## src/rtl/flit_to_packet_multi_vc_if.sv

```systemverilog
// Flit/packet types and the bundled router-side / consumer-side signals of the
// multi-VC reassembler.
package flit_to_packet_multi_vc_pkg;
  localparam int unsigned PAYLOAD_W  = 64;
  localparam int unsigned VC_FIELD_W = 4;

  typedef enum logic [1:0] {HEADER = 2'd0, BODY = 2'd1, TAIL = 2'd2, HT = 2'd3} flit_type_t;
  typedef enum logic [1:0] {TO_NONE = 2'd0, TO_CC = 2'd1, TO_DC = 2'd2, TO_RSVD = 2'd3} core_dest_t;

  typedef struct packed {
    flit_type_t              flit_type;
    logic [VC_FIELD_W-1:0]   vc;
    core_dest_t              core_destination;
  } flit_header_t;

  typedef struct packed {
    flit_header_t            header;
    logic [PAYLOAD_W-1:0]    payload;
  } flit_t;
endpackage

interface flit_to_packet_multi_vc_if
  import flit_to_packet_multi_vc_pkg::*;
#(
  parameter int unsigned PACKET_BODY_SIZE = 256,
  parameter int unsigned VC_NUM           = 4
);
  localparam int unsigned VC_W = (VC_NUM > 1) ? $clog2(VC_NUM) : 1;

  logic                        enable;
  logic                        router_flit_valid;
  flit_t                       router_flit_in;
  logic [VC_NUM-1:0]           ni_vc_full;
  logic                        out_packet_valid;
  logic                        out_packet_ready;
  logic [PACKET_BODY_SIZE-1:0] out_packet_body;
  logic [VC_W-1:0]             out_packet_vc;
  logic                        out_is_for_cc;
  logic                        out_is_for_dc;
  logic                        out_packet_truncated;
  logic                        err_flit_drop;
  logic [VC_W-1:0]             err_vc;

  modport master (
    input  enable, router_flit_valid, router_flit_in, out_packet_ready,
    output ni_vc_full, out_packet_valid, out_packet_body, out_packet_vc,
           out_is_for_cc, out_is_for_dc, out_packet_truncated, err_flit_drop, err_vc
  );

  modport slave (
    output enable, router_flit_valid, router_flit_in, out_packet_ready,
    input  ni_vc_full, out_packet_valid, out_packet_body, out_packet_vc,
           out_is_for_cc, out_is_for_dc, out_packet_truncated, err_flit_drop, err_vc
  );
endinterface

```

## src/rtl/flit_to_packet_multi_vc.sv

```systemverilog
// Per-VC flit reassembly with a round-robin arbitrated, single-stage packet
// output register and registered drop reporting.
module flit_to_packet_multi_vc
  import flit_to_packet_multi_vc_pkg::*;
#(
  parameter int unsigned PACKET_BODY_SIZE = 256,
  parameter int unsigned VC_NUM           = 4
) (
  input logic                      clk,
  input logic                      reset,
  flit_to_packet_multi_vc_if.master bus
);
  localparam int unsigned FLIT_NUMB = (PACKET_BODY_SIZE + PAYLOAD_W - 1) / PAYLOAD_W;
  localparam int unsigned BUF_W     = FLIT_NUMB * PAYLOAD_W;
  localparam int unsigned CNT_W     = $clog2(FLIT_NUMB + 1);
  localparam int unsigned SEG_W     = (FLIT_NUMB > 1) ? $clog2(FLIT_NUMB) : 1;
  localparam int unsigned VC_W      = (VC_NUM > 1) ? $clog2(VC_NUM) : 1;

  typedef enum logic [1:0] {S_IDLE, S_COLLECT, S_FULL} vc_state_t;
  typedef logic [FLIT_NUMB-1:0][PAYLOAD_W-1:0] seg_buf_t;

  vc_state_t         state   [VC_NUM];
  seg_buf_t          seg_buf [VC_NUM];
  logic [CNT_W-1:0]  cnt     [VC_NUM];
  logic [VC_NUM-1:0] dest_cc, dest_dc, trunc;
  logic [VC_W-1:0]   rr_ptr;

  logic                        out_valid, out_cc, out_dc, out_trunc, err_drop;
  logic [PACKET_BODY_SIZE-1:0] out_body;
  logic [VC_W-1:0]             out_vc, err_vc_q;

  flit_t             flit;
  logic              accept, fvc_ok, is_head, drop, load, gnt_any;
  logic [VC_W-1:0]   fvc, gnt_idx, cand, next_ptr;
  logic [VC_NUM-1:0] hit, full_vec;
  logic [BUF_W-1:0]  gnt_buf;

  assign flit    = bus.router_flit_in;
  assign accept  = bus.enable && bus.router_flit_valid;
  assign fvc_ok  = 32'(flit.header.vc) < VC_NUM;
  assign fvc     = flit.header.vc[VC_W-1:0];
  assign is_head = (flit.header.flit_type == HEADER) || (flit.header.flit_type == HT);

  always_comb begin
    hit      = '0;
    full_vec = '0;
    drop     = accept && !fvc_ok;
    for (int unsigned v = 0; v < VC_NUM; v++) begin
      hit[VC_W'(v)]      = accept && fvc_ok && (fvc == VC_W'(v));
      full_vec[VC_W'(v)] = (state[VC_W'(v)] == S_FULL);
      if (hit[VC_W'(v)]) begin
        if (state[VC_W'(v)] == S_FULL) drop = 1'b1;
        else if (state[VC_W'(v)] == S_IDLE && !is_head) drop = 1'b1;
        else if (state[VC_W'(v)] == S_COLLECT && is_head) drop = 1'b1;
      end
    end
  end

  // Round-robin: rr_ptr is the first candidate examined, one past the last grant.
  always_comb begin
    gnt_any = 1'b0;
    gnt_idx = '0;
    cand    = '0;
    for (int unsigned i = 0; i < VC_NUM; i++) begin
      cand = VC_W'((32'(rr_ptr) + i) % VC_NUM);
      if (!gnt_any && state[cand] == S_FULL) begin
        gnt_any = 1'b1;
        gnt_idx = cand;
      end
    end
  end

  assign next_ptr = (gnt_idx == VC_W'(VC_NUM - 1)) ? '0 : gnt_idx + 1'b1;
  assign gnt_buf  = seg_buf[gnt_idx];
  assign load     = !out_valid || bus.out_packet_ready;

  always_ff @(posedge clk) begin
    if (reset) begin
      for (int unsigned v = 0; v < VC_NUM; v++) begin
        state[VC_W'(v)]   <= S_IDLE;
        seg_buf[VC_W'(v)] <= '0;
        cnt[VC_W'(v)]     <= '0;
      end
      dest_cc   <= '0;
      dest_dc   <= '0;
      trunc     <= '0;
      rr_ptr    <= '0;
      out_valid <= 1'b0;
      out_body  <= '0;
      out_vc    <= '0;
      out_cc    <= 1'b0;
      out_dc    <= 1'b0;
      out_trunc <= 1'b0;
      err_drop  <= 1'b0;
      err_vc_q  <= '0;
    end else begin
      err_drop <= drop;
      if (drop) err_vc_q <= fvc;

      for (int unsigned v = 0; v < VC_NUM; v++) begin
        if (hit[VC_W'(v)]) begin
          if (state[VC_W'(v)] != S_FULL && is_head) begin
            seg_buf[VC_W'(v)]    <= '0;
            seg_buf[VC_W'(v)][0] <= flit.payload;
            cnt[VC_W'(v)]        <= CNT_W'(1);
            dest_cc[VC_W'(v)]    <= (flit.header.core_destination == TO_CC);
            dest_dc[VC_W'(v)]    <= (flit.header.core_destination == TO_DC);
            trunc[VC_W'(v)]      <= 1'b0;
            state[VC_W'(v)]      <= (flit.header.flit_type == HT) ? S_FULL : S_COLLECT;
          end else if (state[VC_W'(v)] == S_COLLECT) begin
            // Beyond FLIT_NUMB the payload is discarded and the count saturates.
            if (cnt[VC_W'(v)] < CNT_W'(FLIT_NUMB)) begin
              for (int unsigned s = 0; s < FLIT_NUMB; s++)
                if (cnt[VC_W'(v)] == CNT_W'(s)) seg_buf[VC_W'(v)][SEG_W'(s)] <= flit.payload;
              cnt[VC_W'(v)] <= cnt[VC_W'(v)] + 1'b1;
            end else begin
              trunc[VC_W'(v)] <= 1'b1;
            end
            if (flit.header.flit_type == TAIL) state[VC_W'(v)] <= S_FULL;
          end
        end
      end

      if (load) begin
        out_valid <= gnt_any;
        if (gnt_any) begin
          out_body       <= gnt_buf[PACKET_BODY_SIZE-1:0];
          out_vc         <= gnt_idx;
          out_cc         <= dest_cc[gnt_idx];
          out_dc         <= dest_dc[gnt_idx];
          out_trunc      <= trunc[gnt_idx];
          state[gnt_idx] <= S_IDLE;
          rr_ptr         <= next_ptr;
        end
      end
    end
  end

  assign bus.ni_vc_full           = full_vec;
  assign bus.out_packet_valid     = out_valid;
  assign bus.out_packet_body      = out_body;
  assign bus.out_packet_vc        = out_vc;
  assign bus.out_is_for_cc        = out_cc;
  assign bus.out_is_for_dc        = out_dc;
  assign bus.out_packet_truncated = out_trunc;
  assign bus.err_flit_drop        = err_drop;
  assign bus.err_vc               = err_vc_q;
endmodule

```

## src/flat_wrapper.sv

```systemverilog
// flat-port wrapper written by rule: the top's interface ports become plain ports
module flit_to_packet_multi_vc_flat import flit_to_packet_multi_vc_pkg::*;
#(
  parameter int unsigned PACKET_BODY_SIZE = 256,
  parameter int unsigned VC_NUM           = 4
)
  (clk, reset, bus_enable, bus_router_flit_valid, bus_router_flit_in, bus_out_packet_ready, bus_ni_vc_full, bus_out_packet_valid, bus_out_packet_body, bus_out_packet_vc, bus_out_is_for_cc, bus_out_is_for_dc, bus_out_packet_truncated, bus_err_flit_drop, bus_err_vc);
  flit_to_packet_multi_vc_if #(.PACKET_BODY_SIZE(PACKET_BODY_SIZE), .VC_NUM(VC_NUM)) bus_i ();
  input logic clk;
  input logic reset;
  input wire logic [$bits(bus_i.enable)-1:0] bus_enable;
  input wire logic [$bits(bus_i.router_flit_valid)-1:0] bus_router_flit_valid;
  input wire logic [$bits(bus_i.router_flit_in)-1:0] bus_router_flit_in;
  input wire logic [$bits(bus_i.out_packet_ready)-1:0] bus_out_packet_ready;
  output wire logic [$bits(bus_i.ni_vc_full)-1:0] bus_ni_vc_full;
  output wire logic [$bits(bus_i.out_packet_valid)-1:0] bus_out_packet_valid;
  output wire logic [$bits(bus_i.out_packet_body)-1:0] bus_out_packet_body;
  output wire logic [$bits(bus_i.out_packet_vc)-1:0] bus_out_packet_vc;
  output wire logic [$bits(bus_i.out_is_for_cc)-1:0] bus_out_is_for_cc;
  output wire logic [$bits(bus_i.out_is_for_dc)-1:0] bus_out_is_for_dc;
  output wire logic [$bits(bus_i.out_packet_truncated)-1:0] bus_out_packet_truncated;
  output wire logic [$bits(bus_i.err_flit_drop)-1:0] bus_err_flit_drop;
  output wire logic [$bits(bus_i.err_vc)-1:0] bus_err_vc;
  assign bus_i.enable = bus_enable;
  assign bus_i.router_flit_valid = bus_router_flit_valid;
  assign bus_i.router_flit_in = bus_router_flit_in;
  assign bus_i.out_packet_ready = bus_out_packet_ready;
  assign bus_ni_vc_full = bus_i.ni_vc_full;
  assign bus_out_packet_valid = bus_i.out_packet_valid;
  assign bus_out_packet_body = bus_i.out_packet_body;
  assign bus_out_packet_vc = bus_i.out_packet_vc;
  assign bus_out_is_for_cc = bus_i.out_is_for_cc;
  assign bus_out_is_for_dc = bus_i.out_is_for_dc;
  assign bus_out_packet_truncated = bus_i.out_packet_truncated;
  assign bus_err_flit_drop = bus_i.err_flit_drop;
  assign bus_err_vc = bus_i.err_vc;
  flit_to_packet_multi_vc #(.PACKET_BODY_SIZE(PACKET_BODY_SIZE), .VC_NUM(VC_NUM)) u_core (.clk(clk), .reset(reset), .bus(bus_i));
endmodule
```

## config.mk

```make
export PLATFORM = sky130hd
export DESIGN_NAME = flit_to_packet_multi_vc_flat
export DESIGN_NICKNAME = d
export VERILOG_FILES = /design/src/rtl/flit_to_packet_multi_vc_if.sv /design/src/rtl/flit_to_packet_multi_vc.sv /design/src/flat_wrapper.sv
export SDC_FILE = /design/constraint.sdc
export NUM_CORES = 2
export LEC_CHECK = 0
export CORE_UTILIZATION = 45
export CTS_CLUSTER_SIZE = 24
export DETAILED_ROUTE_END_ITERATION = 12
export PLACE_DENSITY = 0.71
export SYNTH_ARGS = -nofsm -noshare
export SYNTH_HDL_FRONTEND = slang
export SYNTH_SLANG_ARGS = --single-unit
```

## constraint.sdc

```tcl
create_clock -name clk -period 9.2 [get_ports clk]
set_input_delay 2.76 -clock clk [delete_from_list [all_inputs] [get_ports clk]]
set_output_delay 2.76 -clock clk [all_outputs]
set_load 0.05 [all_outputs]
```

==> flow_summary_export.csv <==
group,metric,value,unit
final_layout,fill_cells,9491,
clock_network,cts.sinks,1325,
detailed_routing,initialDrtViolationCount,3547,
synthesis,syn_nets,3590,
worst_setup_path,cpMostUsedCell,"buf_4",
synthesis,yosysWarnings,0,
worst_setup_path,crit_type,"input pin to flip-flop",
sta,tns,0,ns
worst_setup_path,crit_chain,"clkdlybuf4s50_1 > nand4bb_1 > nor3_1 > nand3_1 > nor2_4 > buf_4 > nand2_1 > nand2_4 > buf_4",
detailed_routing,vias,32600,
synthesis,synth_common_cells,"1036 x edfxtp_1, 711 x and3_1, 295 x clkbuf_1",
clock_network,ctsHoldBuffers,0,
sta,finalHoldViolCount,0,
detailed_routing,antenna_left,0,
clock_network,cts_tree,"built",
sta,min_period,6.51,ns
worst_setup_path,critPathBufInv,3,
worst_setup_path,cp_slowest_cell,"nor3_1",
pwr,power.net_switching,0.00373,W
worst_setup_path,start_kind,"input pin",
pwr,combPwrFrac,0.121,
clock_network,cts_resized,0,
floorplan,core-area,120000,sq um
floorplan,rows,127,
global_routing,grt_max_degree,195,
pwr,p_leak,24.9,nW
detailed_routing,avgViaCountPerCell,6.05,
sta,final_max_slew_viol_count,0,
synthesis,synth-seq-area-share,0.675,
pwr,p_per_area,225,nW/um^2
synthesis,synth-edff-count,1036,
worst_setup_path,rrSetupSlack,4.36,ns
floorplan,ios,346,
placed_design,post_dp_cell_area,59200,sq um
placed_design,place_congestion,0.840,
job,drv_cap,0,
clock_network,clk_latency,0.75,ns
synthesis,synth_seq_cells,1325,
final_layout,fin_nets,3757,
floorplan,die_height,350,um
global_routing,antenna_found_initial,5,
final_layout,area_growth_syn_to_layout,16.6,%
clock_network,h-tree-depth,4,
sta,slew_headroom,0.172,
sta,tightest_slew,1.24,ns
placed_design,portBuffers,345,
synthesis,syn_avg_cell_area,15.7,sq um
worst_hold_path,hold_depth,1,
synthesis,syn_area,54600,sq um
synthesis,synth_top_area_share,0.569,
global_routing,grt_pass1_wl,220000,um
worst_hold_path,hold_end,"u_core.bus.out_packet_body[9]$_SDFFE_PP0P_",
clock_network,cts.path.max_buffers,3,
clock_network,root_buffer,"clkbuf_16",
global_routing,first_global_vias,32400,
sta,period_share,0.708,
pwr,clkPwrFrac,0.394,
worst_setup_path,worstPathRequired,9.64,ns
final_layout,fin_area,63700,sq um
worst_setup_path,path_delay_family,"simple AND/OR/NAND/NOR gates",
worst_setup_path,cpPeakStageDelay,0.86,ns
sta,fmax,0.154,GHz
detailed_routing,firstDrtPassIters,7,
worst_setup_path,rr_endpoint,"u_core.bus.out_packet_body[162]$_SDFFE_PP0P_",
synthesis,ys_types,55,
outcome,outcome,"completed",
clock_network,clk_pin_slew_worst_paths,0.06,ns
detailed_routing,wl_per_cell,28.0,um
synthesis,synthCells,3487,
pwr,internal_power,0.0106,W
synthesis,async_reset_ff_frac,0,
sta,fin_worst_skew,0.0335,ns
worst_hold_path,hp-class,"flip-flop to flip-flop",
worst_hold_path,holdCritStartpoint,"u_core.bus.out_packet_body[9]$_SDFFE_PP0P_",
global_routing,overflow,0,
global_routing,track_usage,0.244,
sta,setup_violations,0,
floorplan,die_area,123000,sq um
floorplan,die_w,350,um
synthesis,yosysMostFrequentCell,"edfxtp_1",
synthesis,synth_top_area_cell,"edfxtp_1",
detailed_routing,finalWirelength,151000,um
worst_setup_path,arrival,6.95,ns
synthesis,yosys-top-cells-area,"edfxtp_1 57%, mux4_2 11%, dfxtp_1 11%",
worst_setup_path,worstPathMaxFanout,55,
pwr,peakVddDrop,189,uV
pwr,swShare,0.260,
sta,grt_setup_unrepaired,"false",
worst_setup_path,critical_path.endpoint_type,"flip-flop",
floorplan,initial_core_util,0.455,
detailed_routing,route.detailed.drc,0,
worst_setup_path,regToRegStartpoint,"u_core.state[1][0]$_SDFFE_PP0P_",
worst_setup_path,reg2reg_depth,9,
placed_design,hpwl,84000,um
synthesis,synth_ff_type,"edfxtp_1",
final_layout,layout-drive-gt1-share,0.150,
pwr,seq_power_share,0.486,
clock_network,post_cts_buffers,0,
clock_network,numCtsBuffers,139,
[per-layer routing]
layer  routed length [um]  global-route usage  part of all wire
met1                61400               0.338              0.41
met5                   41                   0           0.00027
met4                 4370              0.0851             0.029
met2                69900               0.375              0.46
met3                14800              0.0594             0.098
[cells in the final DEF, fill, tap and decap left out, drive strengths merged, types with 16 or more instances in the layout]
cell type,instances
and3,711
a21oi,16
a22o,267
edfxtp,1036
buf,55
clkdlybuf4s50,345
and2,260
nor2,22
nand2,42
dfxtp,289
inv,30
ha,26
clkbuf,193
nor2b,76
clkinv,40
mux4,261
[kinds of logic after synthesis]
family,count (synthesis),synth area share
buffers and inverters,398,0.0320
AO/OA/AOI/OAI,327,0.0499
XOR/XNOR,2,0.000321
AND/OR/NAND/NOR,1145,0.129
flip-flops,1325,0.675
multiplexers,264,0.108
adder cells (fa/ha/maj),26,0.00595
[per-stage QoR]
stage / utilization / total power [W] / hold WS [ns] / instances / setup slack [ns]
3_5_place_dp: 0.492 / 0.00883 / 0.462 / 5125 / 2.06
3_3_place_gp: 0.492 / 0.00881 / 0.457 / 5125 / 2.16
2_1_floorplan: - / 0.00812 / 0.444 / 3487 / 0.455
4_1_cts: 0.530 / 0.0144 / 0.479 / 5380 / 2.88
5_1_grt: 0.530 / 0.0147 / 0.488 / 5380 / 2.56
6_report: 0.530 / 0.0144 / 0.476 / 5381 / 2.69
[registers in the layout, indices dropped and copies added, names as in the netlist, named ones only]
signal and count:
u_core.bus.out_packet_truncated 1, u_core.cnt 12, u_core.bus.out_packet_valid 1, u_core.bus.err_vc 2
u_core.bus.out_packet_vc 2, u_core.trunc 4, u_core.rr_ptr 2, u_core.dest_cc 4
u_core.dest_dc 4, u_core.seg_buf 1024, u_core.bus.out_is_for_cc 1, u_core.bus.err_flit_drop 1
u_core.bus.out_is_for_dc 1, u_core.state 8, u_core.bus.out_packet_body 256
[power groups by stage]
stage	Combinational, W	Sequential, W	Clock (W)
floorplan	0.000354	0.00777	0
global route	0.00179	0.00701	0.00594
global placement	0.00173	0.00709	0
finish	0.00173	0.00697	0.00565
CTS	0.00174	0.00697	0.00571
detailed placement	0.00173	0.00710	0
[layout make-up]
cell class	instances	area [sq um]	share of cell area
Antenna cell	1	2.50	0.0000393
Timing Repair Buffer	400	3920	0.0615
Clock inverter	62	632	0.00991
Inverter	24	90.1	0.00141
Clock buffer	193	3930	0.0617
Sequential cell	1325	36900	0.579
Tap cell	1612	2020	0.0316
Multi-Input combinational cell	1764	16200	0.255
[how the worst max path moves through the flow]
stage	from	endpoint	slack [ns]	cells past startpoint
global placement	bus_router_flit_in[69]	u_core.seg_buf[0][86]$_SDFFCE_PN0P_	2.16	9
floorplan	bus_router_flit_in[69]	u_core.seg_buf[0][192]$_SDFFCE_PN0P_	0.46	4
detailed placement	bus_router_flit_in[69]	u_core.seg_buf[0][96]$_SDFFCE_PN0P_	2.06	9
global route	bus_router_flit_in[69]	u_core.seg_buf[0][12]$_SDFFCE_PN0P_	2.56	9
CTS	bus_router_flit_in[69]	u_core.seg_buf[0][95]$_SDFFCE_PN0P_	2.88	9
finish	bus_router_flit_in[69]	u_core.seg_buf[0][95]$_SDFFCE_PN0P_	2.69	9
(Power assumes the default switching activity.)
==> variant: new RTL, same flow settings <==
`PACKET_BODY_SIZE` is set to 256 in 3 places; all go to 128.
--- a/src/rtl/flit_to_packet_multi_vc_if.sv
+++ b/src/rtl/flit_to_packet_multi_vc_if.sv
@@ -22,7 +22,7 @@
 interface flit_to_packet_multi_vc_if
   import flit_to_packet_multi_vc_pkg::*;
 #(
-  parameter int unsigned PACKET_BODY_SIZE = 256,
+  parameter int unsigned PACKET_BODY_SIZE = 128,
   parameter int unsigned VC_NUM           = 4
 );
   localparam int unsigned VC_W = (VC_NUM > 1) ? $clog2(VC_NUM) : 1;
--- a/src/rtl/flit_to_packet_multi_vc.sv
+++ b/src/rtl/flit_to_packet_multi_vc.sv
@@ -3,7 +3,7 @@
 module flit_to_packet_multi_vc
   import flit_to_packet_multi_vc_pkg::*;
 #(
-  parameter int unsigned PACKET_BODY_SIZE = 256,
+  parameter int unsigned PACKET_BODY_SIZE = 128,
   parameter int unsigned VC_NUM           = 4
 ) (
   input logic                      clk,
--- a/src/flat_wrapper.sv
+++ b/src/flat_wrapper.sv
@@ -1,7 +1,7 @@
 // flat-port wrapper written by rule: the top's interface ports become plain ports
 module flit_to_packet_multi_vc_flat import flit_to_packet_multi_vc_pkg::*;
 #(
-  parameter int unsigned PACKET_BODY_SIZE = 256,
+  parameter int unsigned PACKET_BODY_SIZE = 128,
   parameter int unsigned VC_NUM           = 4
 )
   (clk, reset, bus_enable, bus_router_flit_valid, bus_router_flit_in, bus_out_packet_ready, bus_ni_vc_full, bus_out_packet_valid, bus_out_packet_body, bus_out_packet_vc, bus_out_is_for_cc, bus_out_is_for_dc, bus_out_packet_truncated, bus_err_flit_drop, bus_err_vc);
Interface: changed (resized bus_out_packet_body); port bits go from 346 to 218. The function was not compared with the original's and may differ.
==> variant against the unedited design <==
- total power is 42% lower
- sequential power shrank 47%
- critical path type unchanged
- cell area fell by 46%
- routed wire length fell by 52%
- non-clock buffer count down 163
- area after synthesis fell by 47%
- setup slack improved by 350 ps
- sequential cell count shrank 644
==> variant: results (changes against the unedited design) <==
Detailed routing
  • Violation count after the first detailed-route iteration: 1366 (-61%)
  • Drt pass-1 iters: 6 (-1)
  • DR WL/cell: 22.68 um (-19%)

GRT
  • Largest net degree at the start of global routing: 145 (-26%)
  • Total track usage: 0.2155 (-0.02821)

Clock tree
  • TritonCTS Buffers: 69 (-50%)
  • Clock insertion delay at the later pin of the skew report: 620 ps (-130 ps)

Run status
  • Outcome: complete, no violations

Place
  • Placed Area: 31910 um2 (-46%)
  • Routability-driven placement congestion ratio: 0.8964 (+6.7%)
  • Port buffer count: 217 (-37%)
  • Placed cell count: 3027 (-41%)
  • Pre-CTS setup slack: 2461 ps (+397.5 ps)

Layout
  • Ratio of cells with drive above 1 in the final layout: 0.1057 (-0.04480)

Power
  • Worst IR Drop VDD: 252.4 uV (+33%)
  • Leakage: 12.72 nW (-49%)
  • Power share of the clock group: 0.327 (-0.067)
  • Switch Pwr: 2.567 mW (-31%)

STA
  • Max-slew headroom: 0.1656 (-0.006508)

Critical path
  • Worst path slowest cell: and4b_4
  • Worst path arrival time: 6380 ps (-570 ps)
  • Worst-path maximum fanout: 67 (+22%)

Yosys
  • Synth area leaders: edfxtp_1 54%, dfxtp_1 11%, mux2i_1 9.4%
  • Syn avg cell area: 13.72 um2 (-12%)
  • EDFF count, synth: 520 (-50%)
  • Seq/Total Area, Yosys: 0.6471 (-0.02806)
  • Syn Nets: 2212 (-38%)
-- variant: cell count changes after synthesis, sizes merged, moves of 104 or more --
cell / before / now
edfxtp: 1036 / 520
and3: 711 / 329
mux2i: 3 / 274
a22o: 267 / 3
mux4: 261 / 2
clkbuf: 295 / 150
o221ai: 0 / 131
dfxtp: 289 / 161
nand2: 42 / 146
-- variant: routing by layer --
layer  track usage  share of wire
met4       0.06304          0.019
met5             0        0.00049
met3       0.03836          0.062
met2        0.3723           0.50
met1        0.2757           0.42
-- variant: path summary, 6_finish.rpt --
path	startpoint	slack (ps)	to	cells after the start
max	bus_router_flit_in[70]	3040	u_core.seg_buf[3][69]	6
min	u_core.bus.out_packet_body[22]	460	u_core.bus.out_packet_body[22]	2
max reg2reg	u_core.state[3][0]	4690	u_core.bus.out_packet_body[58]	8
min reg2reg	u_core.bus.out_packet_body[22]	460	u_core.bus.out_packet_body[22]	2
-- variant: layout make-up --
class | instances | area [um2]
diodes | 2 | 5.005
clock buffers | 99 | 1959
clock inverters | 29 | 239.0
fillers | 5157 | 29430
inverters | 19 | 76.32
multi-input cells | 1244 | 9573
flip-flops and latches | 681 | 18840
well taps | 846 | 1059
repair buffers | 237 | 2360
-- variant: kinds of logic after synthesis --
logic type                 share of synthesized area
muxes                                        0.09576
DFF                                           0.6471
buffers and inverters                        0.02863
AOI/OAI and AO/OA                            0.07320
adders and majority gates                   0.006017
and+or+nand+nor                               0.1484
xor gates and xnor gates                   0.0009028
-- variant: worst register-to-register path, stage by stage, from the launching register on --
cell	delay [ps]
dfxtp_1	470
nand2b_1	410
mux4_2	360
a21oi_1	110
nor3_4	720
buf_12	680
buf_4	1070
mux2i_1	410
o221ai_2	140
